<file path="config.mk">
export PLATFORM = sky130hd
export DESIGN_NAME = ddr_crc5_gen
export DESIGN_NICKNAME = d
export VERILOG_FILES = /design/src/rtl/ddr_pkg.sv /design/src/rtl/crc5_bit_step.sv /design/src/rtl/ddr_crc5_gen.sv
export SDC_FILE = /design/constraint.sdc
export NUM_CORES = 1
export LEC_CHECK = 0
export CAP_MARGIN = 25
export CORE_MARGIN = 5
export CORE_UTILIZATION = 33
export CTS_BUF_LIST = sky130_fd_sc_hd__clkbuf_4 sky130_fd_sc_hd__clkbuf_8
export DETAILED_ROUTE_END_ITERATION = 12
export GPL_TIMING_DRIVEN = 0
export REMOVE_ABC_BUFFERS = 1
export SYNTH_ARGS = -nofsm -noshare
export SYNTH_HDL_FRONTEND = slang
export SYNTH_HIERARCHICAL = 1
export SYNTH_SLANG_ARGS = --single-unit
export TNS_END_PERCENT = 10
</file>
<file path="constraint.sdc">
create_clock -name i_sys_clk -period 1.7 [get_ports i_sys_clk]
set_clock_uncertainty 0.15 [all_clocks]
set_input_delay 0.255 -clock i_sys_clk [delete_from_list [all_inputs] [get_ports i_sys_clk]]
set_output_delay 0.255 -clock i_sys_clk [all_outputs]
set_load 0.01 [all_outputs]
</file>
<file path="src/rtl/ddr_pkg.sv">
// Shared HDR-DDR definitions used by tx, the DDR/CCC controller and the CRC-5 generator.
package ddr_pkg;

  localparam logic [4:0] CRC5_POLY     = 5'b00101;
  localparam logic [4:0] CRC5_INIT     = 5'b11111;
  localparam logic [3:0] DDR_TOKEN_CRC = 4'b1100;

  typedef enum logic [1:0] {
    TX_MODE_IDLE     = 2'b00,
    TX_MODE_SDR      = 2'b01,
    TX_MODE_DDR_CMD  = 2'b10,
    TX_MODE_DDR_DATA = 2'b11
  } tx_mode_t;

  typedef enum logic {
    IDLE  = 1'b0,
    SHIFT = 1'b1
  } crc_state_t;

endpackage

</file>
<file path="src/rtl/crc5_bit_step.sv">
// Single-bit CRC-5 update for x^5+x^2+1: shift left, fold the polynomial in on feedback.
module crc5_bit_step
  import ddr_pkg::*;
(
  input  logic [4:0] i_crc,
  input  logic       i_bit,
  output logic [4:0] o_crc
);

  logic w_fb;

  assign w_fb  = i_crc[4] ^ i_bit;
  assign o_crc = {i_crc[3:0], 1'b0} ^ (w_fb ? CRC5_POLY : 5'b00000);

endmodule

</file>
<file path="src/rtl/ddr_crc5_gen.sv">
// Bit-serial HDR-DDR CRC-5 over tx data bytes, MSB first, with a one-deep byte holding register.
//   state | meaning
//   IDLE  | no byte shifting; CRC stable (valid once a byte has been seen since clear)
//   SHIFT | one byte bit per clock into the CRC, counter 0..DATA_WIDTH-1
module ddr_crc5_gen
  import ddr_pkg::*;
#(
  parameter int                   DATA_WIDTH = 8,
  parameter int                   CRC_WIDTH  = 5,
  parameter logic [CRC_WIDTH-1:0] CRC_INIT   = CRC5_INIT
) (
  input  logic                  i_sys_clk,
  input  logic                  i_sys_rst,
  input  logic                  i_ddrccc_crc_clr,
  input  logic                  i_tx_crc_en,
  input  logic [DATA_WIDTH-1:0] i_tx_parallel_data,
  input  logic                  i_tx_byte_strobe,
  output logic [CRC_WIDTH-1:0]  o_crc_value,
  output logic                  o_crc_valid,
  output logic                  o_crc_busy,
  output logic                  o_crc_overflow
);

  localparam int              CNT_W    = $clog2(DATA_WIDTH);
  localparam logic [CNT_W-1:0] CNT_LAST = CNT_W'(DATA_WIDTH - 1);

  crc_state_t            r_state;
  logic [CRC_WIDTH-1:0]  r_crc;
  logic [DATA_WIDTH-1:0] r_shift;
  logic [DATA_WIDTH-1:0] r_hold;
  logic                  r_hold_full;
  logic [CNT_W-1:0]      r_cnt;
  logic                  r_ovf;
  logic                  r_seen;

  crc_state_t            w_state_nxt;
  logic                  w_accept;
  logic                  w_last;
  logic                  w_load_data;
  logic                  w_load_hold;
  logic                  w_hold_cap;
  logic                  w_hold_full_nxt;
  logic                  w_ovf_set;
  logic [CRC_WIDTH-1:0]  w_crc_step;

  crc5_bit_step u_step (
    .i_crc (r_crc),
    .i_bit (r_shift[DATA_WIDTH-1]),
    .o_crc (w_crc_step)
  );

  assign w_accept = i_tx_byte_strobe & i_tx_crc_en;
  assign w_last   = (r_state == SHIFT) && (r_cnt == CNT_LAST);

  always_comb begin
    w_state_nxt = r_state;
    w_load_data = 1'b0;
    w_load_hold = 1'b0;
    w_hold_cap  = 1'b0;
    w_ovf_set   = 1'b0;
    case (r_state)
      IDLE: begin
        if (r_hold_full) begin
          w_state_nxt = SHIFT;
          w_load_hold = 1'b1;
          w_hold_cap  = w_accept;
        end else if (w_accept) begin
          w_state_nxt = SHIFT;
          w_load_data = 1'b1;
        end
      end
      SHIFT: begin
        if (w_last) begin
          // The held byte leaves this cycle, so a new strobe can take its slot.
          if (r_hold_full) w_load_hold = 1'b1;
          else             w_state_nxt = IDLE;
          w_hold_cap = w_accept;
        end else if (w_accept) begin
          if (r_hold_full) w_ovf_set  = 1'b1;
          else             w_hold_cap = 1'b1;
        end
      end
      default: w_state_nxt = IDLE;
    endcase
    if (i_ddrccc_crc_clr) begin
      w_state_nxt = w_accept ? SHIFT : IDLE;
      w_load_data = w_accept;
      w_load_hold = 1'b0;
      w_hold_cap  = 1'b0;
      w_ovf_set   = 1'b0;
    end
    w_hold_full_nxt = w_hold_cap ? 1'b1 : (w_load_hold ? 1'b0 : r_hold_full);
    if (i_ddrccc_crc_clr) w_hold_full_nxt = 1'b0;
  end

  always_ff @(posedge i_sys_clk) begin
    if (i_sys_rst) begin
      r_state     <= IDLE;
      r_crc       <= CRC_INIT;
      r_shift     <= '0;
      r_hold      <= '0;
      r_hold_full <= 1'b0;
      r_cnt       <= '0;
      r_ovf       <= 1'b0;
      r_seen      <= 1'b0;
    end else begin
      r_state     <= w_state_nxt;
      r_hold_full <= w_hold_full_nxt;
      if (w_hold_cap) r_hold <= i_tx_parallel_data;

      if (i_ddrccc_crc_clr)     r_crc <= CRC_INIT;
      else if (r_state == SHIFT) r_crc <= w_crc_step;

      if (i_ddrccc_crc_clr) r_ovf <= 1'b0;
      else if (w_ovf_set)   r_ovf <= 1'b1;

      if (w_load_data || w_load_hold) begin
        r_shift <= w_load_hold ? r_hold : i_tx_parallel_data;
        r_cnt   <= '0;
        r_seen  <= 1'b1;
      end else begin
        if (r_state == SHIFT) begin
          r_shift <= {r_shift[DATA_WIDTH-2:0], 1'b0};
          r_cnt   <= r_cnt + CNT_W'(1);
        end
        if (i_ddrccc_crc_clr) r_seen <= 1'b0;
      end
    end
  end

  assign o_crc_value    = r_crc;
  assign o_crc_valid    = (r_state == IDLE) && !r_hold_full && r_seen;
  assign o_crc_busy     = (r_state == SHIFT) || r_hold_full;
  assign o_crc_overflow = r_ovf;

endmodule

</file>
Word level (Yosys, flattened, before mapping)
Cells that the tools add are included.
{ "totals": {"out_inout_bits": 8, "elab_cells": 55, "inputBits": 13, "ff_bits": 28} }
{ "op_classes": {"eq_ne": 1, "n_bitwise": 4, "n_addsub": 1, "reduce_logical": 11, "muxes": 30} }
{ "op_table": {"columns": ["operator", "count"], "rows": [
  ["8-bit two-way mux", 3],
  ["1-bit two-way mux", 23],
  ["1-bit case mux with 2 select lines", 3],
  ["2-bit nonzero test", 3],
  ["5-bit XOR", 1],
  ["2-bit OR reduction", 2],
  ["3-bit by 1-bit adder with 3-bit output, second input constant", 1],
  ["3-bit equality test, second input constant", 1],
  ["1-bit logical AND", 3],
  ["3-bit two-way mux", 1],
  ["1-bit logical OR", 2],
  ["1-bit AND", 1],
  ["1-bit zero test", 1],
  ["1-bit inverter", 1],
  ["1-bit XOR", 1]
]} }

Logic depth before layout (Yosys ltp)
{ "logic_depth": {"word_depth": 7, "depth_mapped": 8} }

By module
The synthesis kept the hierarchy.
{ "by_module_without_submodules": {"columns": ["mod", "cells_per_inst", "seq_area_each_um2", "n_inst", "area_each_um2"], "rows": [
  ["ddr_crc5_gen", 137, 560.5, 1, 1297.5],
  ["crc5_bit_step", 6, 0.0, 1, 62.6]
]} }

Worst setup path before layout
Ideal clock, no wire load.
{ "synth_timing": {"path_kind": "flip-flop to flip-flop", "from": "reg r_cnt[0]", "to": "reg r_hold[0]", "arrival_ns": 1.619, "stages_incl_launch_ff": 9, "period_less_slack_ns": 1.896, "setup_slack_ns": -0.196, "path_cell_list": "dfxtp_1 > ha_1 > ha_1 > nor2b_4 > buf_6 > a2111oi_4 > buf_6 > mux2i_1 > nor2_1"} }
{ "synth_via": {"elab_chain_len": 5} }
{ "synth_lines": {"columns": ["item", "line", "rtl"], "rows": [
  ["start: declaration", "ddr_crc5_gen.sv:32", "logic [CNT_W-1:0] r_cnt;"],
  ["start signal: assignment", "ddr_crc5_gen.sv:124", "r_cnt <= r_cnt + CNT_W'(1);"],
  ["3-bit equality test", "ddr_crc5_gen.sv:53", "assign w_last = (r_state == SHIFT) && (r_cnt == CNT_LAST);"],
  ["1-bit logical AND", "ddr_crc5_gen.sv:53", null],
  ["1-bit two-way mux", "ddr_crc5_gen.sv:73", "if (w_last) begin"],
  ["1-bit case mux with 2 select lines", "ddr_crc5_gen.sv:61", "case (r_state)"],
  ["1-bit two-way mux", "ddr_crc5_gen.sv:85", "if (i_ddrccc_crc_clr) begin"],
  ["end signal: assignment", "ddr_crc5_gen.sv:109", "if (w_hold_cap) r_hold <= i_tx_parallel_data;"],
  ["end: declaration", "ddr_crc5_gen.sv:30", "logic [DATA_WIDTH-1:0] r_hold;"]
]} }
No other way between the ends.
A chain may end at the register's enable or synchronous reset.

Worst setup path after layout
{ "layout_timing": {"from": "reg r_cnt[1]", "to": "reg r_shift[6]"} }
{ "layout_via": {"elab_chain_len": 7} }
{ "layout_lines": {"columns": ["item", "line", "rtl"], "rows": [
  ["3-bit equality test *", "ddr_crc5_gen.sv:53", null],
  ["1-bit logical AND *", "ddr_crc5_gen.sv:53", null],
  ["1-bit two-way mux *", "ddr_crc5_gen.sv:73", null],
  ["1-bit case mux with 2 select lines *", "ddr_crc5_gen.sv:61", null],
  ["1-bit two-way mux *", "ddr_crc5_gen.sv:85", null],
  ["8-bit two-way mux / 1-bit logical OR (equally long branches)", "ddr_crc5_gen.sv:118, ddr_crc5_gen.sv:117", null],
  ["8-bit two-way mux / 2-bit nonzero test (equally long branches)", null, null],
  ["end signal: assignment", "ddr_crc5_gen.sv:118", "r_shift <= w_load_hold ? r_hold : i_tx_parallel_data;"],
  ["end signal: assignment", "ddr_crc5_gen.sv:123", "r_shift <= {r_shift[DATA_WIDTH-2:0], 1'b0};"],
  ["end: declaration", "ddr_crc5_gen.sv:29", "logic [DATA_WIDTH-1:0] r_shift;"]
]} }
Mark *: on every way between the ends. The rest lies on a longest branch, timed or not.

==> metrics.csv <==
stage,metric,value,unit
flow_run,maxCapViolations,0,
yosys,yosys_register_bits,28,
layout,fin_nets,177,
routing,avgRoutedWirePerCell,14.76,um
clock_network,clock_sinks,28,
outcome,failed_checks,setup timing,
power,peakVddDrop,0.2933,mV
sta,drv_slew,0,
routing,dr.pass1.iters,4,
yosys,synth_area,1360,um2
layout,fin_util,43.04,%
routing,antenna_left,0,
critical_path,crit_path_cell_trace,ha_4 > ha_4 > and2_1 > o221ai_2 > a21oi_1 > a221o_1,
power,total_power,0.001352,W
layout,fin_area,1722,um2
critical_path,cp.arrival,1830,ps
critical_path,critical_path.max_stage_delay,350,ps
sta,finalCritPeriodShare,106.4,%
critical_path,crit_fanout,6,
yosys,synthTopCellsByArea,"dfxtp_1 41%, mux2i_1 12%, a221o_1 3.7%",
placement,portBuffers,20,
layout,fill_cells,387,
clock_network,numCtsBuffers,3,
layout,final_cell_mix,"23 x dfxtp_1, 16 x mux2i_1, 16 x clkdlybuf4s50_1",
hold_path,hold_class,register to register,
yosys,ys_warn_count,6,
sta,setup_slack,-109.0,ps
floorplanning,die_area,5505,um2
power,p_seq_share,50.4,%
routing,drc,0,
routing,via_per_inst,5.104,
sta,setup_violations,13,
routing,first_iter_violations,58,
yosys,synth_cell_types,34,
sta,maxSlewHeadroom,52.71,%
floorplanning,rows,23,
critical_path,crit_type,register to register,
power,power_leakage,0.6226,nW
power,swShare,21.76,%
yosys,synth_largest_area_cell,dfxtp_1,
yosys,yosysTopAreaCellShare,41.21,%
global_routing,grt_first_pass_wirelength,5244,um
global_routing,overflow,0,
yosys,syn_area_per_cell,9.511,um2
global_routing,grt_usage,12.03,%
power,p_int,0.001058,W
layout,antenna_cells,0,
critical_path,cp-start-kind,register,
placement,place_congestion,0.8211,
routing,via_count,1077,
floorplanning,pin_count,21,
power,combPwrFrac,10.6,%
clock_network,clk-insertion-delay-late,280,ps
clock_network,cts_buffer_depth,2,
global_routing,grt_max_degree,19,
clock_network,path_clk_slew,100,ps
floorplanning,start_util,34.00,%
sta,fin_setup_tns,-1118,ps
sta,tightest_slew,709.3,ps
critical_path,required,1720,ps
placement,preCtsSetupSlack,-826.5,ps
placement,dp_hpwl,2136,um
clock_network,ctsHoldBuffers,0,
critical_path,cp_slowest_cell,dfxtp_2,
power,clock_power_share,39.0,%
clock_network,cts_tree,built,
sta,final_hold_viol_count,0,
critical_path,end_kind,register,
placement,placed_cell_area,1526,um2
floorplanning,core_area,4000,um2
sta,rsz0062_at_grt,yes,
global_routing,grt_pass1_vias,1160,
power,power_switching,0.0002942,W
routing,wirelength,3115,um
power,pwr_density_cell,785.3,nW/um2
yosys,seq_area_frac_synth,41.21,%
layout,synthToLayoutAreaGrowth,26.59,%
global_routing,grt_antenna_before_repair,0,
floorplanning,die_x,74.20,um
sta,fin_crit,1809,ps
sta,fmax,552.8,MHz
critical_path,crit_buf_inv,0,
layout,drive_gt1_share,18.63,%
critical_path,r2r_slack,-110,ps
critical_path,crit_family,compound AO/OA/AOI/OAI gates,
critical_path,cpMostUsedCell,ha_4,
clock_network,clockRootBuffer,clkbuf_8,
floorplanning,die_y,74.20,um
layout,layout_commonest_cell,dfxtp_1,
clock_network,cts_max_level,1,
yosys,synth_cells,143,
outcome,status,finished with violations,
==> layout make-up <==
cell class	count	area, um2	share of cell area, %
Sequential cell	28	571.8	33.21
Tap cell	50	62.56	3.634
Multi-Input combinational cell	97	742.0	43.10
Clock inverter	1	30.03	1.744
Timing Repair Buffer	28	259.0	15.04
Inverter	4	15.01	0.8721
Clock buffer	3	41.29	2.398
==> worst reg2reg max path: cells and delay by family, from the launching register on <==
family | cells | cell delay, ps
AOI/OAI and AO/OA | 3 | 680
and+or+nand+nor | 1 | 200
adders and majority gates | 2 | 330
DFF | 1 | 350
==> logic make-up after synthesis <==
family / synth area share (%)
and+or+nand+nor: 16.28
AOI/OAI and AO/OA: 17.66
DFF: 41.21
buffers and inverters: 8.187
muxes: 11.78
xor gates and xnor gates: 3.036
adders and majority gates: 1.840
==> power by group through the flow <==
stage	clock network [W]	registers (W)	logic, W
after global placement	0	0.000703	0.000124
after floorplan	0	0.000700	0.0000658
final	0.000527	0.000682	0.000143
after detailed placement	0	0.000704	0.000126
after CTS	0.000534	0.000681	0.000140
after global routing	0.000559	0.000684	0.000157
==> cells in the mapped netlist <==
library cell	n
dfxtp_1	28
mux2i_1	16
nor2_1	13
a21oi_1	9
nand2_1	9
nand3_1	7
o21ai_0	7
a221o_1	5
buf_4	5
inv_1	4
nand2b_1	4
and2_1	3
buf_6	3
clkbuf_1	3
o22ai_1	3
a21o_1	2
a32oi_1	2
buf_2	2
ha_1	2
nor3_1	2
a2111oi_4	1
a221oi_1	1
a22oi_1	1
a31oi_1	1
and2b_1	1
and3_1	1
buf_1	1
nor2b_4	1
nor3_2	1
nor4_2	1
o221ai_1	1
xnor2_1	1
xor2_1	1
xor3_1	1
==> flip-flops by register name (all words and copies together), names as in the netlist <==
register	count
o_crc_overflow	1
o_crc_value	5
r_hold_full	1
r_seen	1
r_cnt	3
r_state	1
r_hold	8
r_shift	8
==> routing by layer <==
metal  vias to the layer above  wire length (um)  track usage, %
met3                         6               108           1.892
met2                        27              1508           20.77
met1                       503              1453           15.21
met4                         0                44           4.024
li1                        541                 -               -
met5                         -                 0               0
==> path summary, 6_finish.rpt <==
path	start	end	depth (start not counted)
hold / removal	r_seen	r_seen	2
setup / recovery	r_cnt[1]	r_shift[6]	6
setup reg to reg	r_cnt[1]	r_shift[6]	6
hold reg to reg	r_seen	r_seen	2
==> timing repair <==
action | 4_1_cts | 5_1_grt
endpoints found under the setup margin | 25 | 20
cloned | 0 | 0
resized for setup | 22 | 3
hold endpoints to repair | 0 | 0
buffers inserted | 8 | 0
pin swaps | 2 | 0
==> stage by stage <==
stage | cells | hold slack [ps]
after floorplan | 129 | 174.0
after global placement | 199 | 293.3
after detailed placement | 199 | 309.2
after CTS | 211 | 326.0
after global routing | 211 | 343.4
final | 211 | 324.4
Note: power is estimated with default switching activity, not from simulation.
